===== config.mk =====
export PLATFORM = sky130hd
export DESIGN_NAME = video_stream_gen_flat
export DESIGN_NICKNAME = d
export VERILOG_FILES = /design/src/rtl/video_stream_gen_pkg.sv /design/src/rtl/video_stream_gen_if.sv /design/src/rtl/video_stream_gen_pattern.sv /design/src/rtl/video_stream_gen.sv /design/src/flat_wrapper.sv
export SDC_FILE = /design/constraint.sdc
export NUM_CORES = 1
export LEC_CHECK = 0
export CORE_MARGIN = 8
export CORE_UTILIZATION = 50
export CTS_CLUSTER_SIZE = 16
export DETAILED_ROUTE_END_ITERATION = 6
export GPL_TIMING_DRIVEN = 0
export HOLD_SLACK_MARGIN = 0.12
export PLACE_DENSITY_LB_ADDON = 0.1
export SLEW_MARGIN = 20
export SYNTH_ARGS = -nofsm -noshare
export SYNTH_HDL_FRONTEND = slang
export SYNTH_SLANG_ARGS = --single-unit

===== constraint.sdc =====
create_clock -name clk -period 4.25 [get_ports clk]
set_input_delay 0.85 -clock clk [delete_from_list [all_inputs] [get_ports clk]]
set_output_delay 0.85 -clock clk [all_outputs]
set_load 0.005 [all_outputs]

===== src/rtl/video_stream_gen_pkg.sv =====
// Shared types and constants for the video stream generator.
package video_gen_pkg;

    typedef enum logic [1:0] {
        ST_IDLE   = 2'd0,
        ST_LINE   = 2'd1,
        ST_HBLANK = 2'd2,
        ST_VBLANK = 2'd3
    } state_t;

    typedef enum logic [1:0] {
        PAT_RAMP_X  = 2'd0,
        PAT_RAMP_XY = 2'd1,
        PAT_DELTA   = 2'd2,
        PAT_CONST   = 2'd3
    } pattern_t;

    // Sync levels while idle or in reset: both blanking flags high.
    localparam logic HS_RESET = 1'b1;
    localparam logic VS_RESET = 1'b1;

endpackage


===== src/rtl/video_stream_gen_if.sv =====
// Pixel-stream bus (data, valid strobe, line/frame blanking flags).
interface video_stream_gen_if #(
    parameter int PIXEL_WIDTH = 8
);
    logic [PIXEL_WIDTH-1:0] do_o;
    logic                   de_o;
    logic                   hs_o;
    logic                   vs_o;

    modport master (output do_o, de_o, hs_o, vs_o);
    modport slave  (input  do_o, de_o, hs_o, vs_o);
endinterface


===== src/rtl/video_stream_gen_pattern.sv =====
// Combinational test-pattern lookup: pixel coordinate -> pixel value.
module video_pattern
    import video_gen_pkg::*;
#(
    parameter int PIXEL_WIDTH = 8,
    parameter int CNT_WIDTH   = 13
) (
    input  logic [CNT_WIDTH-1:0]   x,
    input  logic [CNT_WIDTH-1:0]   y,
    input  pattern_t               pattern,
    input  logic [CNT_WIDTH-1:0]   pulse_x,
    input  logic [CNT_WIDTH-1:0]   pulse_y,
    input  logic [PIXEL_WIDTH-1:0] const_val,
    output logic [PIXEL_WIDTH-1:0] pixel
);

    logic [CNT_WIDTH-1:0] sum;

    // Select the pattern value; ramps wrap modulo the pixel width.
    always_comb begin
        sum   = x + y;
        pixel = '0;
        unique case (pattern)
            PAT_RAMP_X:  pixel = PIXEL_WIDTH'(x);
            PAT_RAMP_XY: pixel = PIXEL_WIDTH'(sum);
            PAT_DELTA:   pixel = (x == pulse_x && y == pulse_y) ? '1 : '0;
            PAT_CONST:   pixel = const_val;
        endcase
    end

endmodule


===== src/rtl/video_stream_gen.sv =====
// Frame generator: line/blanking FSM, counters, shadow config and
// registered pixel-stream outputs.
module video_stream_gen
    import video_gen_pkg::*;
#(
    parameter int PIXEL_WIDTH     = 8,
    parameter int CNT_WIDTH       = 13,
    parameter int PERIOD_WIDTH    = 4,
    parameter int FRAME_CNT_WIDTH = 16
) (
    input  logic                       clk,
    input  logic                       rst_n,
    input  logic                       en_i,
    input  logic [1:0]                 pattern_i,
    input  logic [CNT_WIDTH-1:0]       width_i,
    input  logic [CNT_WIDTH-1:0]       height_i,
    input  logic [PERIOD_WIDTH-1:0]    de_period_i,
    input  logic [CNT_WIDTH-1:0]       hblank_i,
    input  logic [CNT_WIDTH-1:0]       vblank_i,
    input  logic [CNT_WIDTH-1:0]       pulse_x_i,
    input  logic [CNT_WIDTH-1:0]       pulse_y_i,
    input  logic [PIXEL_WIDTH-1:0]     const_i,
    video_stream_gen_if.master         vid,
    output logic                       busy_o,
    output logic [FRAME_CNT_WIDTH-1:0] frame_cnt_o
);

    localparam logic [CNT_WIDTH-1:0]       C_ONE = CNT_WIDTH'(1);
    localparam logic [CNT_WIDTH:0]         B_ONE = (CNT_WIDTH+1)'(1);
    localparam logic [PERIOD_WIDTH-1:0]    P_ONE = PERIOD_WIDTH'(1);
    localparam logic [FRAME_CNT_WIDTH-1:0] F_ONE = FRAME_CNT_WIDTH'(1);

    state_t state, state_nxt;

    logic [CNT_WIDTH-1:0]    x, y;
    logic [PERIOD_WIDTH-1:0] slot;
    logic [CNT_WIDTH:0]      blank_cnt;

    // Shadow config; period and hblank hold the already-clamped (>=1) values.
    pattern_t                cfg_pattern;
    logic [CNT_WIDTH-1:0]    cfg_width, cfg_height, cfg_hblank, cfg_vblank;
    logic [CNT_WIDTH-1:0]    cfg_pulse_x, cfg_pulse_y;
    logic [PERIOD_WIDTH-1:0] cfg_period;
    logic [PIXEL_WIDTH-1:0]  cfg_const;

    logic start_ok, capture, slot_last, line_last, frame_last;
    logic hblank_end, vblank_end;
    logic [PIXEL_WIDTH-1:0] pixel;

    video_pattern #(
        .PIXEL_WIDTH (PIXEL_WIDTH),
        .CNT_WIDTH   (CNT_WIDTH)
    ) u_pattern (
        .x         (x),
        .y         (y),
        .pattern   (cfg_pattern),
        .pulse_x   (cfg_pulse_x),
        .pulse_y   (cfg_pulse_y),
        .const_val (cfg_const),
        .pixel     (pixel)
    );

    // FSM state register.
    always_ff @(posedge clk or negedge rst_n) begin
        if (!rst_n) state <= ST_IDLE;
        else        state <= state_nxt;
    end

    // Next-state logic, end-of-interval flags and config capture strobe.
    always_comb begin
        state_nxt  = state;
        start_ok   = en_i && (width_i != '0) && (height_i != '0);
        slot_last  = (slot == cfg_period - P_ONE);
        line_last  = (x == cfg_width - C_ONE);
        frame_last = (y == cfg_height - C_ONE);
        hblank_end = (blank_cnt == {1'b0, cfg_hblank} - B_ONE);
        vblank_end = (blank_cnt == {1'b0, cfg_hblank} + {1'b0, cfg_vblank} - B_ONE);
        capture    = 1'b0;
        unique case (state)
            ST_IDLE: begin
                if (start_ok) begin
                    state_nxt = ST_LINE;
                    capture   = 1'b1;
                end
            end
            ST_LINE: begin
                if (slot_last && line_last)
                    state_nxt = frame_last ? ST_VBLANK : ST_HBLANK;
            end
            ST_HBLANK: begin
                if (hblank_end) state_nxt = ST_LINE;
            end
            ST_VBLANK: begin
                if (vblank_end) begin
                    state_nxt = start_ok ? ST_LINE : ST_IDLE;
                    capture   = start_ok;
                end
            end
        endcase
    end

    // Shadow config capture at frame start.
    always_ff @(posedge clk or negedge rst_n) begin
        if (!rst_n) begin
            cfg_pattern <= PAT_RAMP_X;
            cfg_width   <= '0;
            cfg_height  <= '0;
            cfg_period  <= P_ONE;
            cfg_hblank  <= C_ONE;
            cfg_vblank  <= '0;
            cfg_pulse_x <= '0;
            cfg_pulse_y <= '0;
            cfg_const   <= '0;
        end else if (capture) begin
            cfg_pattern <= pattern_t'(pattern_i);
            cfg_width   <= width_i;
            cfg_height  <= height_i;
            cfg_period  <= (de_period_i == '0) ? P_ONE : de_period_i;
            cfg_hblank  <= (hblank_i == '0) ? C_ONE : hblank_i;
            cfg_vblank  <= vblank_i;
            cfg_pulse_x <= pulse_x_i;
            cfg_pulse_y <= pulse_y_i;
            cfg_const   <= const_i;
        end
    end

    // Slot, pixel, line and blanking counters.
    always_ff @(posedge clk or negedge rst_n) begin
        if (!rst_n) begin
            x         <= '0;
            y         <= '0;
            slot      <= '0;
            blank_cnt <= '0;
        end else begin
            if (state == ST_LINE) begin
                if (slot_last) begin
                    slot <= '0;
                    if (line_last) begin
                        x <= '0;
                        y <= frame_last ? '0 : y + C_ONE;
                    end else begin
                        x <= x + C_ONE;
                    end
                end else begin
                    slot <= slot + P_ONE;
                end
            end else begin
                slot <= '0;
            end
            // Blank counter runs only while staying in a blanking state.
            blank_cnt <= ((state == ST_HBLANK || state == ST_VBLANK) && state_nxt == state)
                         ? blank_cnt + B_ONE : '0;
        end
    end

    // Registered outputs derived from the current state and counters.
    always_ff @(posedge clk or negedge rst_n) begin
        if (!rst_n) begin
            vid.do_o    <= '0;
            vid.de_o    <= 1'b0;
            vid.hs_o    <= HS_RESET;
            vid.vs_o    <= VS_RESET;
            busy_o      <= 1'b0;
            frame_cnt_o <= '0;
        end else begin
            vid.de_o <= (state == ST_LINE) && slot_last;
            if (state == ST_LINE && slot_last) vid.do_o <= pixel;
            vid.hs_o <= (state != ST_LINE);
            vid.vs_o <= (state == ST_IDLE) || (state == ST_VBLANK);
            busy_o   <= (state != ST_IDLE);
            // First VBLANK cycle: count the frame alongside the rising vs_o.
            if (state == ST_VBLANK && blank_cnt == '0)
                frame_cnt_o <= frame_cnt_o + F_ONE;
        end
    end

endmodule


===== src/flat_wrapper.sv =====
// flat-port wrapper written by rule: the top's interface ports become plain ports
module video_stream_gen_flat import video_gen_pkg::*;
#(
    parameter int PIXEL_WIDTH     = 8,
    parameter int CNT_WIDTH       = 13,
    parameter int PERIOD_WIDTH    = 4,
    parameter int FRAME_CNT_WIDTH = 16
)
  (clk, rst_n, en_i, pattern_i, width_i, height_i, de_period_i, hblank_i, vblank_i, pulse_x_i, pulse_y_i, const_i, busy_o, frame_cnt_o, vid_do_o, vid_de_o, vid_hs_o, vid_vs_o);
  video_stream_gen_if #(.PIXEL_WIDTH(PIXEL_WIDTH)) vid_i ();
  input  logic clk;
  input  logic rst_n;
  input  logic en_i;
  input  logic [1:0] pattern_i;
  input  logic [CNT_WIDTH-1:0] width_i;
  input  logic [CNT_WIDTH-1:0] height_i;
  input  logic [PERIOD_WIDTH-1:0] de_period_i;
  input  logic [CNT_WIDTH-1:0] hblank_i;
  input  logic [CNT_WIDTH-1:0] vblank_i;
  input  logic [CNT_WIDTH-1:0] pulse_x_i;
  input  logic [CNT_WIDTH-1:0] pulse_y_i;
  input  logic [PIXEL_WIDTH-1:0] const_i;
  output logic busy_o;
  output logic [FRAME_CNT_WIDTH-1:0] frame_cnt_o;
  output wire logic [$bits(vid_i.do_o)-1:0] vid_do_o;
  output wire logic [$bits(vid_i.de_o)-1:0] vid_de_o;
  output wire logic [$bits(vid_i.hs_o)-1:0] vid_hs_o;
  output wire logic [$bits(vid_i.vs_o)-1:0] vid_vs_o;
  assign vid_do_o = vid_i.do_o;
  assign vid_de_o = vid_i.de_o;
  assign vid_hs_o = vid_i.hs_o;
  assign vid_vs_o = vid_i.vs_o;
  video_stream_gen #(.PIXEL_WIDTH(PIXEL_WIDTH), .CNT_WIDTH(CNT_WIDTH), .PERIOD_WIDTH(PERIOD_WIDTH), .FRAME_CNT_WIDTH(FRAME_CNT_WIDTH)) u_core (.clk(clk), .rst_n(rst_n), .en_i(en_i), .pattern_i(pattern_i), .width_i(width_i), .height_i(height_i), .de_period_i(de_period_i), .hblank_i(hblank_i), .vblank_i(vblank_i), .pulse_x_i(pulse_x_i), .pulse_y_i(pulse_y_i), .const_i(const_i), .vid(vid_i), .busy_o(busy_o), .frame_cnt_o(frame_cnt_o));
endmodule

==> metrics, run 1 <==
outcome finished, final reports clean; Starting Density 50.29%; diodes inserted 0; CTS H-Tree Depth 4; power per cell area ~690 mW/mm^2; Yosys reg bits 166; max-cap violation count 0; total power draw 9.200 mW; WL/cell 18.08 um; R2R cell count 19; FMAX 0.2376 GHz; Pint 5.533 mW; IO Count around 120; Post-Route WL 27.48 mm; Biggest register u_core.frame_cnt_o; sequential area share after synthesis 39.85%; Setup WS post-layout 0.04092 ns; first drt pass iteration count 4; first-pass GRT wire length ~43 mm; Netlist Area Pre-Place about 0.010 mm^2; async set or reset register ratio after synthesis 100.0%; # fillers 1709; routed via count around 8500; Site Rows 53; slowest stage delay, CP 0.59 ns; worst skew pair latency 0.43 ns; kind of end point of the critical path flop; Clk pin slew, worst setup/hold paths roughly 0.07 ns; Num CTS Buffers 17; crit share post-route 99.04%; Synth cell types 79; Tot GR Track Use 20.80%; Worst IR Drop VDD 331.0 uV; Synth Warn # 0; Comb power frac 53.4%; crit path max fanout 10; layout cell share with drive strength beyond 1 15.98%; critical path cell sequence inv_2 -> ha_4 -> inv_2 -> ha_4 -> inv_2 -> fa_2 -> xor2_1 -> nand4_1 -> a221oi_2 -> nand4_1 -> or4b_4 -> nor4_4 -> a21oi_2 -> nor3_2 -> buf_4 -> buf_12 -> buf_12 -> buf_12 -> mux2_2; P_leak 5.748 nW; clock sink count 166; worst-case clock skew 0.01152 ns; R2R Path End u_core.cfg_height[6]; Post-Syn Instances around 1100; initial antenna violation count 0; worst-margin pin slew 0.9923 ns; Slew headroom 33.71%; FF-to-FF Start u_core.cfg_hblank[0]; Iter 0 DRT Violations 350; core area 0.02076 mm^2; Slew Viols, Final 0; Area growth syn-to-layout 27.24%; post-route ant nets 0; crit start category flop; most frequent cells in the layout dfrtp_1 (161), clkdlybuf4s50_1 (121), inv_1 (82); Final min period 4.209 ns; WP buf/inv 7; largest net degree at the start of global routing 94; Setup-failing EPs final 0; Mapped Nets about 1200; WHS around 0.44 ns; number of remaining DRC errors 0; Worst R2R Setup Slack 0.04 ns; Placer Congestion 0.8848; kind of cell adding the most delay to the critical path simple AND/OR/NAND/NOR gates; DIE AREA 0.02575 mm^2; Bufs on Longest Clock Path 2; GR Overflow Total 0; fin nets between 1000 and 1500; slowest CP cell or4b_4; vias in the first global route 8613; Fin. Hold Viols 0; RSZ-0062 raised after global routing true; cell at the root of the clock tree clkbuf_16; hpwl dp 20.04 mm; Seq pwr share 28.8%; Main synth FF type dfrtp_1; Largest regs u_core.frame_cnt_o (16), u_core.blank_cnt (14); Clk network pwr share between 10% and 20%; Port-buffer cells 122; die height 160.5 um; Hold Crit Class in -> async; max reg flops 16; EDFF count, synth 0; die width 160.5 um; Critical Path RT approximately 4.6 ns; Data arrival, critical path 4.53 ns; crit path kind reg -> reg; Vias/cell between 5 and 6; CTS tree done; Sw Share about two fifths; Mapped Avg Cell Area 9.709 um^2; Post-Place Worst Slack -0.7255 ns; most common library cell in the layout ignoring fill and taps dfrtp_1; Psw 3.667 mW; setup TNS 0 ns
[routing by layer]
layer	part of all wire, %	global-route usage [%]
met5	0	0
met4	2.7	8.241
met3	5.1	4.633
met2	49	35.25
met1	43	25.29
[worst reg2reg max path, delay by kind of cell, from the launching register on]
kind                     cells  cell delay [ns]
flip-flops                   1             0.54
XOR/XNOR                     1             0.15
AO/OA/AOI/OAI                2             0.32
adder cells (fa/ha/maj)      3             0.81
buffers and inverters        7             0.74
multiplexers                 1             0.35
AND/OR/NAND/NOR              5             1.21
[through the flow]
stage          area (um^2)  std cells  util, %
6_report             13280       1520    63.98
5_1_grt              13280       1520    63.98
4_1_cts              12890       1511    62.11
3_5_place_dp         12040       1473    57.98
3_3_place_gp         12000       1472    57.83
2_1_floorplan        10440       1075        -
[synth_stat cells (3+ instances only)]
library cell	instances	share of area, %
a211o_1	3	0.25
o21ai_0	48	2.3
nor3_1	19	0.91
a41oi_1	7	0.59
nand2_1	63	2.3
a21o_1	3	0.22
a211oi_1	5	0.36
nor2_1	76	2.7
or2_2	3	0.18
or4_1	7	0.50
buf_6	3	0.32
xor2_1	68	5.7
a21oi_1	37	1.8
buf_2	13	0.62
mux2i_1	6	0.58
a31oi_1	9	0.54
nand3_1	30	1.4
or3_1	13	0.78
clkbuf_1	34	1.2
dfstp_2	4	1.0
nand4_1	24	1.4
nor2b_1	5	0.30
dfrtp_1	162	39
inv_1	87	3.1
nand3b_1	6	0.43
and3_1	19	1.1
o21bai_1	3	0.22
o22ai_1	4	0.24
o211ai_1	5	0.36
nor4b_1	5	0.42
and2_1	3	0.18
xnor2_1	70	5.9
o31ai_1	6	0.43
nor4_1	27	1.6
ha_1	47	5.6
nand2b_1	8	0.48
mux2_2	92	9.9
[power by group through the flow]
| stage | Clock, mW | Combinational, mW | Sequential [mW] |
|---|---|---|---|
| finish | 1.64 | 4.92 | 2.65 |
| global placement | 0 | 4.29 | 2.64 |
| floorplan | 0 | 3.39 | 2.50 |
| detailed placement | 0 | 4.37 | 2.65 |
| CTS | 1.67 | 4.55 | 2.62 |
| global route | 1.74 | 5.43 | 2.72 |
[cell families (layout without fill, tap and decap cells)]
logic type | after synthesis | count (layout) | synth area share, %
adders and majority gates | 49 | 49 | 6.018
muxes | 98 | 98 | 10.50
AOI/OAI and AO/OA | 157 | 157 | 9.674
buffers and inverters | 139 | 309 | 5.370
xor gates and xnor gates | 140 | 140 | 12.02
and+or+nand+nor | 326 | 326 | 16.57
DFF | 166 | 166 | 39.85
[area by class of cell]
cell class                      instances  area [um^2]  share of cell area, %
Multi-Input combinational cell        770         5978                  45.02
Tap cell                              275        344.1                  2.591
Clock buffer                           18        429.2                  3.232
Sequential cell                       166         4160                  31.33
Timing Repair Buffer                  141         1515                  11.41
Buffer                                 48        337.8                  2.544
Clock inverter                         14        185.2                  1.394
Inverter                               88        330.3                  2.487
[how the worst max path moves through the flow]
stage,startpoint,end,slack (ns),cells after the start
3_5_place_dp,u_core.cfg_hblank[0],u_core.cfg_width[12],-0.73,17
3_3_place_gp,rst_n,u_core.frame_cnt_o[13],-4.71,1
4_1_cts,u_core.cfg_hblank[0],u_core.cfg_hblank[10],0.004,19
6_report,u_core.cfg_hblank[0],u_core.cfg_height[6],0.04,19
2_1_floorplan,u_core.cfg_hblank[0],u_core.cfg_pulse_x[0],0.20,17
5_1_grt,u_core.cfg_hblank[0],u_core.cfg_height[6],-0.15,19
[timing repair]
item	CTS	global route
buffers inserted	6	7
gates resized for setup	39	70
hold buffers	0	0
endpoints found under the setup margin	106	100
cloned	1	4
pin swaps	4	9
Note: power is estimated with default switching activity, not from simulation.
==> inputs of run 2 (changes only) <==
CAP_MARGIN = 20   (was unset)
SYNTH_HIERARCHICAL = 1   (was unset)
==> metrics, run 2 <==
Setup WS post-layout 0.1241 ns (was 0.04092 ns); Setup-failing EPs final 0 (unchanged); crit share post-route 97.08% (was 99.04%); Iter 0 DRT Violations 539 (was 350); Synth Warn # 6 (was 0); crit start category flop (unchanged); Bufs on Longest Clock Path 2 (unchanged); cell at the root of the clock tree clkbuf_16 (unchanged); post-synthesis simple-gate area fraction 17.97% (was 16.57%); P_leak 5.579 nW (was 5.748 nW); die width 164.5 um (was 160.5 um); outcome finished, final reports clean (unchanged); routed via count 8846 (was 8471); DIE AREA 0.02707 mm^2 (was 0.02575 mm^2); Post-Syn Instances 1112 (was 1075); largest family of logic cells by synthesized area simple AND/OR/NAND/NOR gates (unchanged); kind of end point of the critical path flop (unchanged); Data arrival, critical path 4.45 ns (was 4.53 ns); Placed Instances 1515 (was 1473); Synth cell types 90 (was 79); Fin. Hold Viols 0 (unchanged); top post-synthesis cells by area dfrtp_1 (37%), mux2_2 (9.2%), xnor2_1 (7.8%) (was dfrtp_1 (39%), mux2_2 (9.9%), xnor2_1 (5.9%)); max reg flops 16 (unchanged); Post-Place Worst Slack -0.5879 ns (was -0.7255 ns); CTS tree done (unchanged); EDFF count, synth 0 (unchanged); Largest regs u_core/frame_cnt_o (16), u_core/blank_cnt (14) (was u_core.frame_cnt_o (16), u_core.blank_cnt (14)); Placer Congestion 0.8925 (was 0.8848); clock sink count 166 (unchanged); Synth Area in Compound Gates 11.62% (was 9.674%); Num CTS Buffers 17 (unchanged); fin nets 1412 (was 1376); CTS H-Tree Depth 4 (unchanged); Clk pin slew, worst setup/hold paths 0.07 ns (about the same); Port-buffer cells 122 (unchanged); most frequent cells in the layout dfrtp_1 (160), clkdlybuf4s50_1 (121), xnor2_1 (97) (was dfrtp_1 (161), clkdlybuf4s50_1 (121), inv_1 (82)); Starting Density 50.70% (was 50.29%); Site Rows 54 (was 53); placed inst area 0.01263 mm^2 (was 0.01204 mm^2); adder-cell area share of the yosys netlist 5.694% (was 6.018%); fin area 0.01357 mm^2 (was 0.01328 mm^2); IO Count 123 (unchanged); worst skew pair latency 0.44 ns (was 0.43 ns); power per cell area 721.5 mW/mm^2 (was 692.7 mW/mm^2); Main synth FF type dfrtp_1 (unchanged); hpwl dp 21.30 mm (was 20.04 mm); most common library cell in the layout ignoring fill and taps dfrtp_1 (unchanged); synth cell count leaders dfrtp_1 (162), xnor2_1 (98), nand2_1 (91) (was dfrtp_1 (162), mux2_2 (92), inv_1 (87)); Mapped Avg Cell Area 9.920 um^2 (was 9.709 um^2); Hold Crit Class in -> async (unchanged); Area growth syn-to-layout 23.03% (was 27.24%); Vias/cell 5.667 (was 5.573); Post-Route WL 28.89 mm (was 27.48 mm); mux cell area share after synthesis 9.664% (was 10.50%); first drt pass iteration count 5 (was 4); Yosys reg bits 166 (unchanged); die height 164.5 um (was 160.5 um); vias in the first global route 8834 (was 8613); Tot GR Track Use 21.68% (was 20.80%); FMAX 0.2424 GHz (was 0.2376 GHz); total power draw 9.792 mW (was 9.200 mW); Final Util 62.38% (was 63.98%); async set or reset register ratio after synthesis 100.0% (unchanged); max-cap violation count 0 (unchanged); Biggest register u_core/frame_cnt_o (was u_core.frame_cnt_o); WL/cell 18.51 um (was 18.08 um); layout cell share with drive strength beyond 1 17.80% (was 15.98%); Post-Synth XOR/XNOR Area 12.10% (was 12.02%); Netlist Area Pre-Place 0.01103 mm^2 (was 0.01044 mm^2); # fillers 1871 (was 1709); Slew Viols, Final 0 (unchanged); Final min period 4.126 ns (was 4.209 ns); most numerous cell in the Yosys netlist dfrtp_1 (unchanged); Mapped Nets 1256 (was 1219); worst-margin pin slew 0.8352 ns (was 0.9923 ns); diodes inserted 0 (unchanged); number of remaining DRC errors 0 (unchanged); crit path kind reg -> reg (unchanged); Worst IR Drop VDD 787.6 uV (was 331.0 uV); Slew headroom 44.26% (was 33.71%); Synth top area share 36.75% (was 38.84%); core area 0.02176 mm^2 (was 0.02076 mm^2); sequential area share after synthesis 37.70% (was 39.85%); initial antenna violation count 0 (unchanged); Critical Path RT 4.57 ns (about the same); cell type with the highest aggregate area in the netlist dfrtp_1 (unchanged); GR Overflow Total 0 (unchanged); crit path max fanout 6 (was 10); post-route ant nets 0 (unchanged); first-pass GRT wire length 46.58 mm (was 43.35 mm); largest net degree at the start of global routing 87 (was 94); worst-case clock skew 0.01110 ns (was 0.01152 ns); number of non-filler instances in the completed layout 1561 (was 1520); CTS Hold Bufs 0 (unchanged)
-- run 2: cell count changes after synthesis, moves of 10 or more --
cell	delta
a211oi_2	+10
buf_4	+11
clkbuf_1	-11
nand2_1	+28
nand3_1	+11
nor2_1	-21
nor3_1	+17
nor4_1	-10
o21ai_0	-23
xnor2_1	+28
xor2_1	-27
-- run 2: per-layer routing --
layer	global-route usage, %	up-vias	part of all wire (%)
met4	6.429	0	2.1
met2	36.23	193	49
met1	27.93	4324	45
met3	4.362	35	4.5
met5	0	-	0
li1	-	4294	-
-- run 2: final timing paths --
path	start	slack, ns	endpoint	depth (start not counted)
min in group clk	u_core/frame_cnt_o[15]	0.48	u_core/frame_cnt_o[15]	1
worst max-delay path	u_core/cfg_hblank[0]	0.12	u_core/cfg_width[7]	17
worst min register to register	u_core/frame_cnt_o[15]	0.48	u_core/frame_cnt_o[15]	1
max in group asynchronous	rst_n	3.02	u_core/vid.hs_o	2
worst max register to register	u_core/cfg_hblank[0]	0.12	u_core/cfg_width[7]	17
worst min-delay path	rst_n	0.37	u_core/cfg_height[4]	1
-- run 2: through the flow --
| stage | hold WS (ns) | setup TNS, ns |
|---|---|---|
| finish | 0.3682 | 0 |
| global route | 0.4085 | -0.02451 |
| CTS | 0.4111 | 0 |
| detailed placement | 0.4693 | -51.40 |
| global placement | 0.4642 | -817.90 |
| floorplan | 0.4674 | 0 |
-- run 2: power breakdown --
part	switching, mW	leakage [nW]	total, mW	internal [mW]
sequential	0.592	2.08	2.73	2.14
clock	0.712	0.284	1.60	0.886
combinational	2.81	3.22	5.46	2.65
total	4.12	5.58	9.79	5.67
-- run 2: area by class of cell --
type / instances / area, um^2 / area share (%)
Clock buffer: 19 / 432.9 / 3.190
Timing Repair Buffer: 138 / 1414 / 10.42
Inverter: 80 / 300.3 / 2.213
Multi-Input combinational cell: 819 / 6355 / 46.83
Buffer: 46 / 392.9 / 2.895
Tap cell: 280 / 350.3 / 2.582
Clock inverter: 13 / 163.9 / 1.208
Sequential cell: 166 / 4161 / 30.67
-- run 2: repair_timing --
action | CTS | global route
setup endpoints to repair | 106 | 106
pin swaps | 6 | 7
buffers inserted | 8 | 4
resized for setup | 36 | 16
hold endpoints to repair | 0 | 0
cloned | 1 | 2
-- run 2: cell families (layout without fill, tap and decap cells) --
kind of cell	Yosys count	after routing
adders and majority gates	49	49
DFF	166	166
buffers and inverters	127	296
and+or+nand+nor	365	365
AOI/OAI and AO/OA	165	165
muxes	95	95
xor gates and xnor gates	145	145
-- run 2: critical path, stage by stage (launching register included) --
cell,delay [ns]
dfstp_2,0.54
inv_1,0.08
ha_2,0.21
inv_2,0.06
ha_4,0.13
inv_1,0.05
fa_2,0.36
nor2b_1,0.12
o211ai_1,0.14
a211o_1,0.34
or3b_4,0.39
a2111oi_4,0.43
a41oi_2,0.19
nor3_2,0.13
buf_4,0.18
buf_12,0.16
clkbuf_16,0.16
mux2_2,0.33
==> inputs of run 3 (changes only) <==
DONT_BUFFER_PORTS = 1   (was unset)
clock period = 3.9 ns   (was 4.25 ns; I/O delays follow)
==> metrics, run 3 (synthesis results as in run 2) <==
outcome finished with violations (was finished, final reports clean); failing checks negative setup slack; diodes inserted 0 (unchanged); max reg flops 16 (unchanged); IO Count 123 (unchanged); core area 0.02176 mm^2 (unchanged); total power draw 11.46 mW (was 9.792 mW); Setup crit start u_core/cfg_hblank[0] (unchanged); Slew headroom 46.04% (was 44.26%); Worst IR Drop VDD 798.1 uV (was 787.6 uV); met1 Use GR 28.49% (was 27.93%); GRT Max-Usage Layer met2 (unchanged); most common library cell in the layout ignoring fill and taps dfrtp_1 (unchanged); Tot GR Track Use 21.69% (was 21.68%); Site Rows 54 (unchanged); kind of cell adding the most delay to the critical path compound AO/OA/AOI/OAI gates (unchanged); FF/Latch Area 0.004167 mm^2 (was 0.004161 mm^2); initial antenna violation count 0 (unchanged); worst skew pair latency 0.43 ns (was 0.44 ns); Hold Crit Class in -> async (unchanged); layout cell share with drive strength beyond 1 23.16% (was 17.80%); number of remaining DRC errors 0 (unchanged); routed via count 8544 (was 8846); post-route ant nets 0 (unchanged); Placer Congestion 0.8913 (was 0.8925); cell at the root of the clock tree clkbuf_16 (unchanged); die height 164.5 um (unchanged); Setup WS post-layout -0.09928 ns (was 0.1241 ns); Vias/cell 5.840 (was 5.667); Post-Route WL 29.49 mm (was 28.89 mm); largest net degree at the start of global routing 167 (was 87); Biggest register u_core/frame_cnt_o (unchanged); Bufs on Longest Clock Path 2 (unchanged); R2R Path End u_core/cfg_height[0] (was u_core/cfg_width[7]); P_leak 5.584 nW (was 5.579 nW); # fillers 1837 (was 1871); Slew Viols, Final 0 (unchanged); RSZ-0062 raised after global routing true; FF-to-FF Start u_core/cfg_hblank[0] (unchanged); GR Layer Usage met3 4.885% (was 4.362%); power per cell area 870.5 mW/mm^2 (was 721.5 mW/mm^2); slowest CP cell dfstp_2 (unchanged); Area growth syn-to-layout 19.33% (was 23.03%); Final min period 3.999 ns (was 4.126 ns); Port-buffer cells 0 (was 122); Setup-failing EPs final 53 (was 0); slowest stage delay, CP 0.54 ns (about the same); FMAX 0.2500 GHz (was 0.2424 GHz); most frequent cells in the layout dfrtp_1 (156), xnor2_1 (95), nand2_1 (91) (was dfrtp_1 (160), clkdlybuf4s50_1 (121), xnor2_1 (97)); CTS tree done (unchanged); Data arrival, critical path 4.32 ns (was 4.45 ns); first-pass GRT wire length 46.17 mm (was 46.58 mm); worst-case clock skew 0.01491 ns (was 0.01110 ns); Clk pin slew, worst setup/hold paths 0.07 ns (about the same); multi-input logic area 0.006797 mm^2 (was 0.006355 mm^2); WP buf/inv 8 (was 6); grt met2 use 35.54% (was 36.23%); crit path max fanout 7 (was 6); hpwl dp 20.43 mm (was 21.30 mm); clock sink count 166 (unchanged); placed inst area 0.01139 mm^2 (was 0.01263 mm^2); GR Overflow Total 0 (unchanged); Iter 0 DRT Violations 511 (was 539); fin nets 1314 (was 1412); crit share post-route 102.5% (was 97.08%); CTS H-Tree Depth 4 (unchanged); Critical Path RT 4.22 ns (was 4.57 ns); crit path kind reg -> reg (unchanged); WL/cell 20.15 um (was 18.51 um); Worst R2R Setup Slack -0.1 ns (was 0.12 ns); Fin. Hold Viols 0 (unchanged); kind of end point of the critical path flop (unchanged); Starting Density 50.70% (unchanged); crit start category flop (unchanged); Largest regs u_core/frame_cnt_o (16), u_core/blank_cnt (14) (unchanged); DIE AREA 0.02707 mm^2 (unchanged); WHS 0.04153 ns (was 0.3682 ns); max-cap violation count 0 (unchanged); die width 164.5 um (unchanged); first drt pass iteration count 5 (unchanged); vias in the first global route 8334 (was 8834); fin area 0.01316 mm^2 (was 0.01357 mm^2); setup TNS -3.273 ns (was 0 ns); Num CTS Buffers 17 (unchanged); critical path cell sequence inv_2 -> ha_4 -> inv_4 -> ha_4 -> inv_2 -> fa_2 -> buf_4 -> xor3_1 -> o31a_1 -> o2111a_1 -> o2111ai_2 -> a2111oi_4 -> a41oi_2 -> nor3_2 -> buf_4 -> buf_12 -> buf_12 -> buf_8 -> mux2_4 (was inv_1 -> ha_2 -> inv_2 -> ha_4 -> inv_1 -> fa_2 -> nor2b_1 -> o211ai_1 -> a211o_1 -> or3b_4 -> a2111oi_4 -> a41oi_2 -> nor3_2 -> buf_4 -> buf_12 -> clkbuf_16 -> mux2_2); worst-margin pin slew 0.8020 ns (was 0.8352 ns); R2R cell count 19 (was 17)
==> run 3: changes by cell type in the layout (fill, tap and decap cells not counted), sizes merged <==
cell	previous run	this run
buf	38	64
clkbuf	44	42
clkinvlp	2	5
clkdlybuf4s50	121	0
clkinv	4	3
inv	85	82
==> run 3: final cells by class <==
| class | count | share of cell area [%] |
|---|---|---|
| tap | 280 | 2.662 |
| timing repair buffer | 44 | 4.430 |
| buffer | 42 | 2.833 |
| inverter | 80 | 2.300 |
| clock inverter | 12 | 1.093 |
| sequential | 166 | 31.65 |
| multi-input combinational | 819 | 51.64 |
| clock buffer | 20 | 3.394 |
==> run 3: through the flow <==
step	setup WS [ns]	cells	utilization (%)
floorplan	-0.007003	1112	-
global placement	-0.8560	1392	52.34
detailed placement	-0.8259	1392	52.34
CTS	-0.3295	1456	59.64
global route	-0.2317	1463	60.50
finish	-0.09928	1463	60.50
==> run 3: worst max path at each step <==
| stage | to | slack [ns] | cells after the start |
|---|---|---|---|
| after detailed placement | u_core/cfg_vblank[12] | -0.83 | 16 |
| after floorplan | u_core/cfg_hblank[10] | -0.007 | 16 |
| after CTS | u_core/cfg_width[6] | -0.33 | 19 |
| after global placement | u_core/cfg_pattern[1] | -0.86 | 16 |
| after global routing | u_core/cfg_height[0] | -0.23 | 18 |
| final | u_core/cfg_height[0] | -0.1 | 19 |
==> run 3: worst register-to-register path, delay by kind of cell (launching register included) <==
| family | cells | cell delay, ns |
|---|---|---|
| flops | 1 | 0.54 |
| mux | 1 | 0.30 |
| xor+xnor | 1 | 0.25 |
| buf+inv | 8 | 0.86 |
| simple gates | 1 | 0.17 |
| compound gates | 5 | 1.15 |
| fa+ha+maj | 3 | 0.63 |
==> run 3: report_power, final <==
part	total, mW	internal (mW)	switching, mW
Clock	1.71	0.971	0.737
Combinational	6.74	3.41	3.33
Sequential	3.01	2.33	0.674
==> run 3: timing repair <==
action,CTS,global route
endpoints found under the setup margin,107,107
buffers inserted,25,15
pin swaps,10,18
gates cloned,9,2
hold endpoints to repair,162,162
resized for setup,146,35
==> run 3: layer usage <==
metal,up-vias,routed length [um]
met1,4243,13170
met5,-,0
met4,0,425
li1,4090,-
met3,27,1657
met2,184,14230
